[src/rtl/serial_adder_ctrl_if.sv]
// serial_adder_ctrl_if: command/result bundle for the serial adder (SUB_MODE_EN adds 'sub')
interface serial_adder_ctrl_if #(parameter int WIDTH = 8);
  logic start;
  logic [WIDTH-1:0] a;
  logic [WIDTH-1:0] b;
  logic cin;
`ifdef SUB_MODE_EN
  logic sub;
`endif
  logic busy;
  logic done;
  logic [WIDTH-1:0] sum;
  logic cout;
`ifdef SUB_MODE_EN
  modport master(output start, a, b, cin, sub, input busy, done, sum, cout);
  modport slave(input start, a, b, cin, sub, output busy, done, sum, cout);
`else
  modport master(output start, a, b, cin, input busy, done, sum, cout);
  modport slave(input start, a, b, cin, output busy, done, sum, cout);
`endif
endinterface

[src/rtl/serial_adder_ctrl.sv]
// serial_adder_ctrl: bit-serial adder sequencer over one 1-bit full adder (SUB_MODE_EN enables subtract)
module serial_adder_ctrl #(
  parameter int WIDTH = 8
) (
  input logic clk,
  input logic rst,
  serial_adder_ctrl_if.slave io
);
  localparam int CW = $clog2(WIDTH + 1);
  localparam logic [CW-1:0] LAST = CW'(WIDTH - 1);
  typedef enum logic [1:0] {IDLE, RUN, DONE} state_t;
  state_t state;
  logic [WIDTH-1:0] ra, rb, res;
  logic carry, z, co, sb;
  logic [CW-1:0] cnt;
  logic [WIDTH:0] ext;
`ifdef SUB_MODE_EN
  assign sb = io.sub;
`else
  assign sb = 1'b0;
`endif
  assign z = ra[0] ^ rb[0] ^ carry;
  assign co = (ra[0] & rb[0]) | (carry & (ra[0] ^ rb[0]));
  assign ext = {z, res};
  assign io.busy = state == RUN;
  assign io.done = state == DONE;
  // sequencer: capture on accepted start, shift one bit per RUN cycle, publish result on the last bit
  always_ff @(posedge clk) begin
    if (rst) begin
      state <= IDLE;
      ra <= '0;
      rb <= '0;
      res <= '0;
      carry <= 1'b0;
      cnt <= '0;
      io.sum <= '0;
      io.cout <= 1'b0;
    end else if (state != RUN) begin
      if (io.start) begin
        ra <= io.a;
        rb <= sb ? ~io.b : io.b;
        carry <= sb ? 1'b1 : io.cin;
        cnt <= '0;
        state <= RUN;
      end else begin
        state <= IDLE;
      end
    end else begin
      ra <= ra >> 1;
      rb <= rb >> 1;
      res <= ext[WIDTH:1];
      carry <= co;
      cnt <= cnt + 1'b1;
      if (cnt == LAST) begin
        state <= DONE;
        io.sum <= ext[WIDTH:1];
        io.cout <= co;
      end
    end
  end
endmodule
[src/flat_wrapper.sv]
// flat-port wrapper written by rule: the top's interface ports become plain ports
module serial_adder_ctrl_flat 
#(
  parameter int WIDTH = 8
)
  (clk, rst, io_start, io_a, io_b, io_cin, io_busy, io_done, io_sum, io_cout);
  serial_adder_ctrl_if #(.WIDTH(WIDTH)) io_i ();
  input logic clk;
  input logic rst;
  input wire logic [$bits(io_i.start)-1:0] io_start;
  input wire logic [$bits(io_i.a)-1:0] io_a;
  input wire logic [$bits(io_i.b)-1:0] io_b;
  input wire logic [$bits(io_i.cin)-1:0] io_cin;
  output wire logic [$bits(io_i.busy)-1:0] io_busy;
  output wire logic [$bits(io_i.done)-1:0] io_done;
  output wire logic [$bits(io_i.sum)-1:0] io_sum;
  output wire logic [$bits(io_i.cout)-1:0] io_cout;
  assign io_i.start = io_start;
  assign io_i.a = io_a;
  assign io_i.b = io_b;
  assign io_i.cin = io_cin;
  assign io_busy = io_i.busy;
  assign io_done = io_i.done;
  assign io_sum = io_i.sum;
  assign io_cout = io_i.cout;
  serial_adder_ctrl #(.WIDTH(WIDTH)) u_core (.clk(clk), .rst(rst), .io(io_i));
endmodule
[config.mk]
export PLATFORM = sky130hd
export DESIGN_NAME = serial_adder_ctrl_flat
export DESIGN_NICKNAME = d
export VERILOG_FILES = /design/src/rtl/serial_adder_ctrl_if.sv /design/src/rtl/serial_adder_ctrl.sv /design/src/flat_wrapper.sv
export SDC_FILE = /design/constraint.sdc
export NUM_CORES = 1
export LEC_CHECK = 0
export BUFFER_PORTS_ARGS = -buffer_cell sky130_fd_sc_hd__buf_2
export CORE_MARGIN = 5
export CORE_UTILIZATION = 48
export DETAILED_ROUTE_END_ITERATION = 8
export PLACE_DENSITY = 0.84
export REMOVE_ABC_BUFFERS = 1
export SLEW_MARGIN = 30
export SYNTH_ARGS = -nofsm -noshare
export SYNTH_HDL_FRONTEND = slang
export SYNTH_SLANG_ARGS = --single-unit
[constraint.sdc]
create_clock -name clk -period 1.1 [get_ports clk]
set_input_delay 0.22 -clock clk [delete_from_list [all_inputs] [get_ports clk]]
set_output_delay 0.22 -clock clk [all_outputs]
set_load 0.02 [all_outputs]
After elaboration in Yosys (flattened, before gate mapping)
Cells that the tools add are included.

Word-level logic and storage cells: 36. Bits in registers: 40. Bits of input ports: 20. Output and inout port bits: 11.

Equality and inequality tests: 5. Bitwise operators: 6. $add $sub $neg: 1. Multiplexer cells: 11. Reductions and logical operators: 3.

Operators with widths (number): two-way mux 7 bit (4); two-way mux 4 bit (2); adder 4 x 1 -> 4 bit, second input constant (1); equality test 4 x 3 -> 1 bit, second input constant (1); two-way mux 2 bit (2); two-way mux 1 bit (3); bitwise AND 1 bit (2); equality test 2 x 1 -> 1 bit, second input constant (1); equality test 2 bit, second input constant (1); != test 2 x 1 -> 1 bit, second input constant (1); != test 2 bit, second input constant (1); AND reduction 2 bit (1); nonzero test 2 bit (1); OR reduction 2 bit (1); bitwise XOR 1 bit (2); inverter 1 bit (1); bitwise OR 1 bit (1).

Longest topological paths before layout
Gate-level depths: netlist of the first run.

Depth after elaboration: 4. Gate-level depth with buffers: 5. Depth with buffers taken out: 4.

Worst setup path after synthesis of the first run
OpenSTA, ideal clock, no wires.

Kind: register to register. Start: register u_core.cnt[0]. End: register u_core.io.cout. Data arrival time: 1.052 ns. Clock period less this slack: 1.168 ns. Setup time: 0.117 ns. Required time: 0.983 ns. Stages on the path, launching flop included: 5. Path slack: -0.068 ns. Path buffers: 1. Path through: dfxtp_1 ha_1 and3_1 buf_6 a22o_1.

Word-level cells in the longest chain between the ends: 2.

Ends and longest elaborated chain: start, declared (line serial_adder_ctrl.sv:15) `logic [CW-1:0] cnt;`; start signal, assigned (line serial_adder_ctrl.sv:53) `cnt <= cnt + 1'b1;`; equality test 4 x 3 -> 1 bit (line serial_adder_ctrl.sv:54) `if (cnt == LAST) begin`; AND reduction 2 bit (no source line); end signal, assigned (line serial_adder_ctrl.sv:57) `io.cout <= co;`; end, declared (line serial_adder_ctrl_if.sv:19) `modport slave(input start, a, b, cin, output busy, done, sum, cout);`.

Every way passes these cells. A chain may end at the register's enable or synchronous reset.

Final worst setup path of the first run
Start: register u_core.state[1]. End: output io_busy.

Word-level cells in the longest chain between the ends: 1.

Ends and longest elaborated chain: start, declared (line serial_adder_ctrl.sv:12) `state_t state;`; start signal, assigned (line serial_adder_ctrl.sv:30) `state <= IDLE;`; start signal, assigned (line serial_adder_ctrl.sv:44) `state <= RUN;`; start signal, assigned (line serial_adder_ctrl.sv:46) `state <= IDLE;`; equality test 2 x 1 -> 1 bit (line serial_adder_ctrl.sv:25) `assign io.busy = state == RUN;`; end, declared (line flat_wrapper.sv:14) `output wire logic [$bits(io_i.busy)-1:0] io_busy;`.

Every way passes these cells.

==> qor.yml, run 1 <==
outcome: "finished, violations left"
violations: "setup timing"
worst_pin_slew_ns: 0.568
ios: 31
cts_hold_buf: 0
antenna_found_initial: 0
regArea_um2: 793
place_ws_ns: -0.141
drv_cap: 0
synth-main-ff-cell: "dfxtp_1"
setup_violations: 33
hp-class: "input port to register"
drt_pre_antenna_iters: 4
avgViaCountPerCell: 5.29
p_per_area_mw_per_mm2: 1270
period_share_pct: 120
cp_slowest_cell: "dfxtp_2"
finClkSkew_ns: 0.0113
critical_path_arrival_ns: 1.10
relSlewSlack_pct: 62.1
antennaDiodeCount: 0
use_met1_pct: 18.5
core-area_mm2: 0.00310
power.leakage_nw: 0.869
clock_sinks: 39
finalInstanceArea_mm2: 0.00203
fin_nets: 221
fin_crit_ns: 1.32
critPathMaxStageDelay_ns: 0.33
yosysWarningCount: 0
fmax_ghz: 0.757
hold_ws_ns: 0.214
die_y_um: 67.2
critPathLaunchType: "register"
syn-cell-area_mm2: 0.00157
clk_latency_ns: 0.34
yosys.area_share.simple_pct: 13.1
grt_pass1_vias: 1327
clockBufferDepth: 2
synth-seq-cells: 39
cts_tree: "built"
postSynthCellCount: 153
multi_input_area_um2: 738
grt_pass1_wl_mm: 5.55
wl_per_cell_um: 13.6
crit_type: "register to output pin"
die_w_um: 67.2
cp_cell_sequence: "nand2b_4 -> inv_6 -> buf_8 -> buf_6"
hold_viol_final: 0
met2_usage_pct: 28.7
layout_commonest_cell: "dfxtp_1"
cp_max_fo: 4
areaGrowthSynthToFinish_pct: 29.3
async_flop_share_pct: 0
synth-xor-area-share_pct: 0
place_area_mm2: 0.00185
postRouteAntennaNets: 0
start_util_pct: 50.6
use_met3_pct: 6.16
yosysSeqAreaShare_pct: 49.8
dp_hpwl_mm: 2.31
final_cell_mix: "dfxtp_1 (29), buf_4 (24), buf_2 (19), mux2i_1 (17)"
drtIter0Drc: 98
track_usage_pct: 16.3
dieArea_mm2: 0.00451
grt_start_max_net_pins: 23
nFillCells: 278
ys_types: 29
rsz0062_at_grt: "yes"
io_buffers: 30
cts_root_buf: "clkbuf_4"
synth_fa_ha_area_share_pct: 2.07
final_layout_size_suffix_gt1_share_pct: 38.5
synth_mux_area_share_pct: 11.8
synth_compound_area_share_pct: 18.8
clk_pin_slew_ns: 0.11
worst_slack_ns: -0.221
h-tree-depth: 2
endpoint_kind: "output pin"
synth_top_family_by_area: "compound AO/OA/AOI/OAI gates"
num_rows: 20
busiest_layer: "met2"
power_mw: 2.58
cts_buffers: 5
vdd_ir_drop_max_mv: 1.05
drv_slew: 0
num_vias: 1291
drc: 0
syn_area_per_cell_um2: 10.3
cp.required_ns: 0.88
grt_overflow: 0
synth_edf_count: 0
routed_wl_mm: 3.32
place_congestion: 0.793
## registers in the layout, summed over array words and instances (netlist names)
register and flops:
u_core.cnt 4, u_core.res 7, u_core.io.cout 1, u_core.ra 8, u_core.rb 8, u_core.state 2, u_core.io.sum 8, u_core.carry 1
## final timing paths
check                           slack [ns]  depth (start not counted)                to             start
worst max-delay path                 -0.22                          4           io_busy   u_core.state[1]
worst min-delay path                  0.21                          3      u_core.ra[7]           io_a[7]
worst max register to register       -0.18                          4     u_core.cnt[3]   u_core.state[1]
worst min register to register        0.47                          1  u_core.io.sum[5]  u_core.io.sum[5]
## worst max-delay path: cells and delay by family (launching register included)
family | cells | cell delay (ns)
and+or+nand+nor | 1 | 0.15
DFF | 1 | 0.33
buffers and inverters | 3 | 0.27
## area by class of cell
type | instances | area share (%)
Tap cell | 44 | 2.71
Multi-Input combinational cell | 101 | 36.4
Timing Repair Buffer | 50 | 18.5
Clock buffer | 6 | 2.04
Inverter | 2 | 0.617
Clock inverter | 2 | 0.617
Sequential cell | 39 | 39.1
## synthesized netlist by cell type (2+ instances only)
library cell | number | share of area [%]
a22o_1 | 9 | 5.0
nand3_1 | 2 | 0.64
dfxtp_1 | 39 | 50
or3_1 | 2 | 0.80
nand2_1 | 15 | 3.6
nor3_1 | 2 | 0.64
mux2i_1 | 17 | 11
a21oi_1 | 10 | 3.2
buf_2 | 8 | 2.6
nand3b_1 | 2 | 0.96
nor2_1 | 15 | 3.6
a211oi_1 | 15 | 7.2
## cell families (layout without fill, tap and decap cells)
kind of cell / Yosys count / count (layout)
compound gates: 38 / 38
simple gates: 43 / 43
mux: 18 / 18
flops: 39 / 39
fa+ha+maj: 2 / 2
buf+inv: 13 / 60
## power by group
part           leakage (nW)  internal [mW]  switching, mW
Combinational         0.517          0.179          0.180
Clock                0.0282          0.247          0.458
Sequential            0.323           1.48         0.0399
Total                 0.869           1.90          0.678
## layer usage
layer | wire [µm] | up-vias
met5 | 0 | -
met1 | 1440 | 605
met3 | 210 | 5
met4 | 23 | 0
met2 | 1650 | 36
li1 | - | 645
## per-stage QoR
stage,std cells,setup TNS [ns],utilization [%]
final,244,-3.11,65.4
after global routing,244,-6.06,65.4
after CTS,244,-3.10,63.9
after detailed placement,231,-2.84,59.6
after floorplan,142,-5.17,-
after global placement,231,-1.53,59.6
## what timing repair did
item	CTS	global route
pin swaps	11	5
setup endpoints to repair	31	50
gates resized for setup	14	19
cloned	1	0
endpoints found under the hold margin	0	0
buffers inserted	5	0
Note: power is estimated with default switching activity, not from simulation.
==> run 2, diff against run 1 <==
- GPL_TIMING_DRIVEN: unset -> 0
==> qor.yml, run 2 (same netlist as run 1, synthesis figures left out) <==
outcome: "finished, violations left"  # unchanged
violations: "setup timing"  # unchanged
cp_cell_sequence: "nand2b_4 -> inv_8 -> buf_6"  # was nand2b_4 -> inv_6 -> buf_8 -> buf_6
finClkSkew_ns: 0.00652  # was 0.0113 ns
antenna_found_initial: 0  # unchanged
worst_pin_slew_ns: 0.603  # was 0.568 ns
critPathLaunchType: "register"  # unchanged
grt_start_max_net_pins: 31  # was 23
cp.required_ns: 0.88  # about the same
clockBufferDepth: 2  # unchanged
worst-r2r-cell-count: 6  # was 4
place_ws_ns: -0.612  # was -0.141 ns
period_share_pct: 118  # was 120%
worstSetupEndpoint: "io_busy"  # unchanged
fin_nets: 211  # was 221
finalInstanceArea_mm2: 0.00193  # was 0.00203 mm²
track_usage_pct: 16.4  # was 16.3%
num_vias: 1285  # was 1291
cp_slowest_cell: "dfxtp_2"  # unchanged
grt_overflow: 0  # unchanged
areaGrowthSynthToFinish_pct: 23.2  # was 29.3%
cts_root_buf: "clkbuf_4"  # unchanged
fmax_ghz: 0.773  # was 0.757 GHz
clk_latency_ns: 0.33  # was 0.34 ns
drt_pre_antenna_iters: 4  # unchanged
die_w_um: 67.2  # unchanged
drc: 0  # unchanged
core-area_mm2: 0.00310  # unchanged
critPathLaunch: "u_core.state[1]"  # unchanged
num_rows: 20  # unchanged
tns_ns: -2.52  # was -3.11 ns
dieArea_mm2: 0.00451  # unchanged
stdcell_count: 234  # was 244
layout_commonest_cell: "dfxtp_1"  # unchanged
multi_input_area_um2: 754  # was 738 µm²
cts_hold_buf: 0  # unchanged
drtIter0Drc: 76  # was 98
place_area_mm2: 0.00171  # was 0.00185 mm²
place_congestion: 0.738  # was 0.793
grt_pass1_wl_mm: 5.53  # was 5.55 mm
crit_type: "register to output pin"  # unchanged
rrSetupSlack_ns: -0.18  # about the same
cp_max_fo: 7  # was 4
top_regs: "u_core.io.sum: 8 flops, u_core.ra: 8 flops, u_core.rb: 8 flops"  # unchanged
worst_slack_ns: -0.194  # was -0.221 ns
postRouteAntennaNets: 0  # unchanged
cts_tree: "built"  # unchanged
antennaDiodeCount: 0  # unchanged
regArea_um2: 791  # was 793 µm²
wl_per_cell_um: 14.6  # was 13.6 µm
power.leakage_nw: 0.808  # was 0.869 nW
clock_sinks: 39  # unchanged
relSlewSlack_pct: 59.8  # was 62.1%
post-route-util_pct: 62.3  # was 65.4%
dp_cells: 216  # was 231
hold_ws_ns: 0.199  # was 0.214 ns
hold_viol_final: 0  # unchanged
final_layout_size_suffix_gt1_share_pct: 34.2  # was 38.5%
critPathMaxStageDelay_ns: 0.36  # was 0.33 ns
h-tree-depth: 2  # unchanged
rsz0062_at_grt: "yes"  # unchanged
fin_crit_ns: 1.29  # was 1.32 ns
r2r-start: "u_core.state[1]"  # unchanged
p_per_area_mw_per_mm2: 1320  # was 1270 mW/mm²
clk_pin_slew_ns: 0.11  # about the same
avgViaCountPerCell: 5.49  # was 5.29
cts_buffers: 5  # unchanged
die_y_um: 67.2  # unchanged
drv_cap: 0  # unchanged
critical_path_arrival_ns: 1.07  # was 1.10 ns
routed_wl_mm: 3.41  # was 3.32 mm
dp_hpwl_mm: 2.05  # was 2.31 mm
final_cell_mix: "dfxtp_1 (31), buf_2 (20), mux2i_1 (17), nand2_1 (15), nor2_1 (15)"  # was dfxtp_1 (29), buf_4 (24), buf_2 (19), mux2i_1 (17)
hp-class: "input port to register"  # unchanged
hp-start: "io_b[7]"  # was io_a[7]
grt_pass1_vias: 1247  # was 1327
endpoint_kind: "output pin"  # unchanged
drv_slew: 0  # unchanged
nFillCells: 285  # was 278
setup_violations: 26  # was 33
power_mw: 2.55  # was 2.58 mW
io_buffers: 30  # unchanged
vdd_ir_drop_max_mv: 0.974  # was 1.05 mV
ios: 31  # unchanged
r2r-end: "u_core.io.cout"  # was u_core.cnt[3]
start_util_pct: 50.6  # unchanged
-- run 2: final cells by class --
class	instances	area share, %
Inverter	2	0.777
Multi-Input combinational cell	103	39.0
Tap cell	44	2.85
Sequential cell	39	40.9
Clock buffer	7	2.33
Clock inverter	1	0.259
Timing Repair Buffer	38	13.9
-- run 2: worst min path at each step --
stage               endpoint  slack, ns  depth (start not counted)
3_5_place_dp   u_core.res[1]       0.45                          2
4_1_cts         u_core.rb[7]       0.18                          3
2_1_floorplan  u_core.cnt[2]       0.28                          1
6_report        u_core.rb[7]       0.20                          3
3_3_place_gp   u_core.res[1]       0.44                          2
5_1_grt         u_core.ra[7]       0.19                          3
-- run 2: repair_timing --
action / in CTS / in global routing
setup endpoints to repair: 36 / 45
buffers inserted: 8 / 1
gates cloned: 2 / 0
pin swaps: 4 / 1
gates resized for setup: 13 / 15
-- run 2: metal layers --
metal	wire length (µm)	GRT usage, %
met5	0	0
met4	45	5.32
met3	171	4.33
met1	1500	19.2
met2	1700	29.0
-- run 2: worst max-delay path: cells and delay by family (launching register included) --
kind | cells | cell delay [ns]
flip-flops | 1 | 0.36
buffers and inverters | 2 | 0.20
AND/OR/NAND/NOR | 1 | 0.17
-- run 2: power by group --
part	internal (mW)	switching [mW]
Combinational	0.162	0.176
Clock	0.250	0.439
Sequential	1.48	0.0439
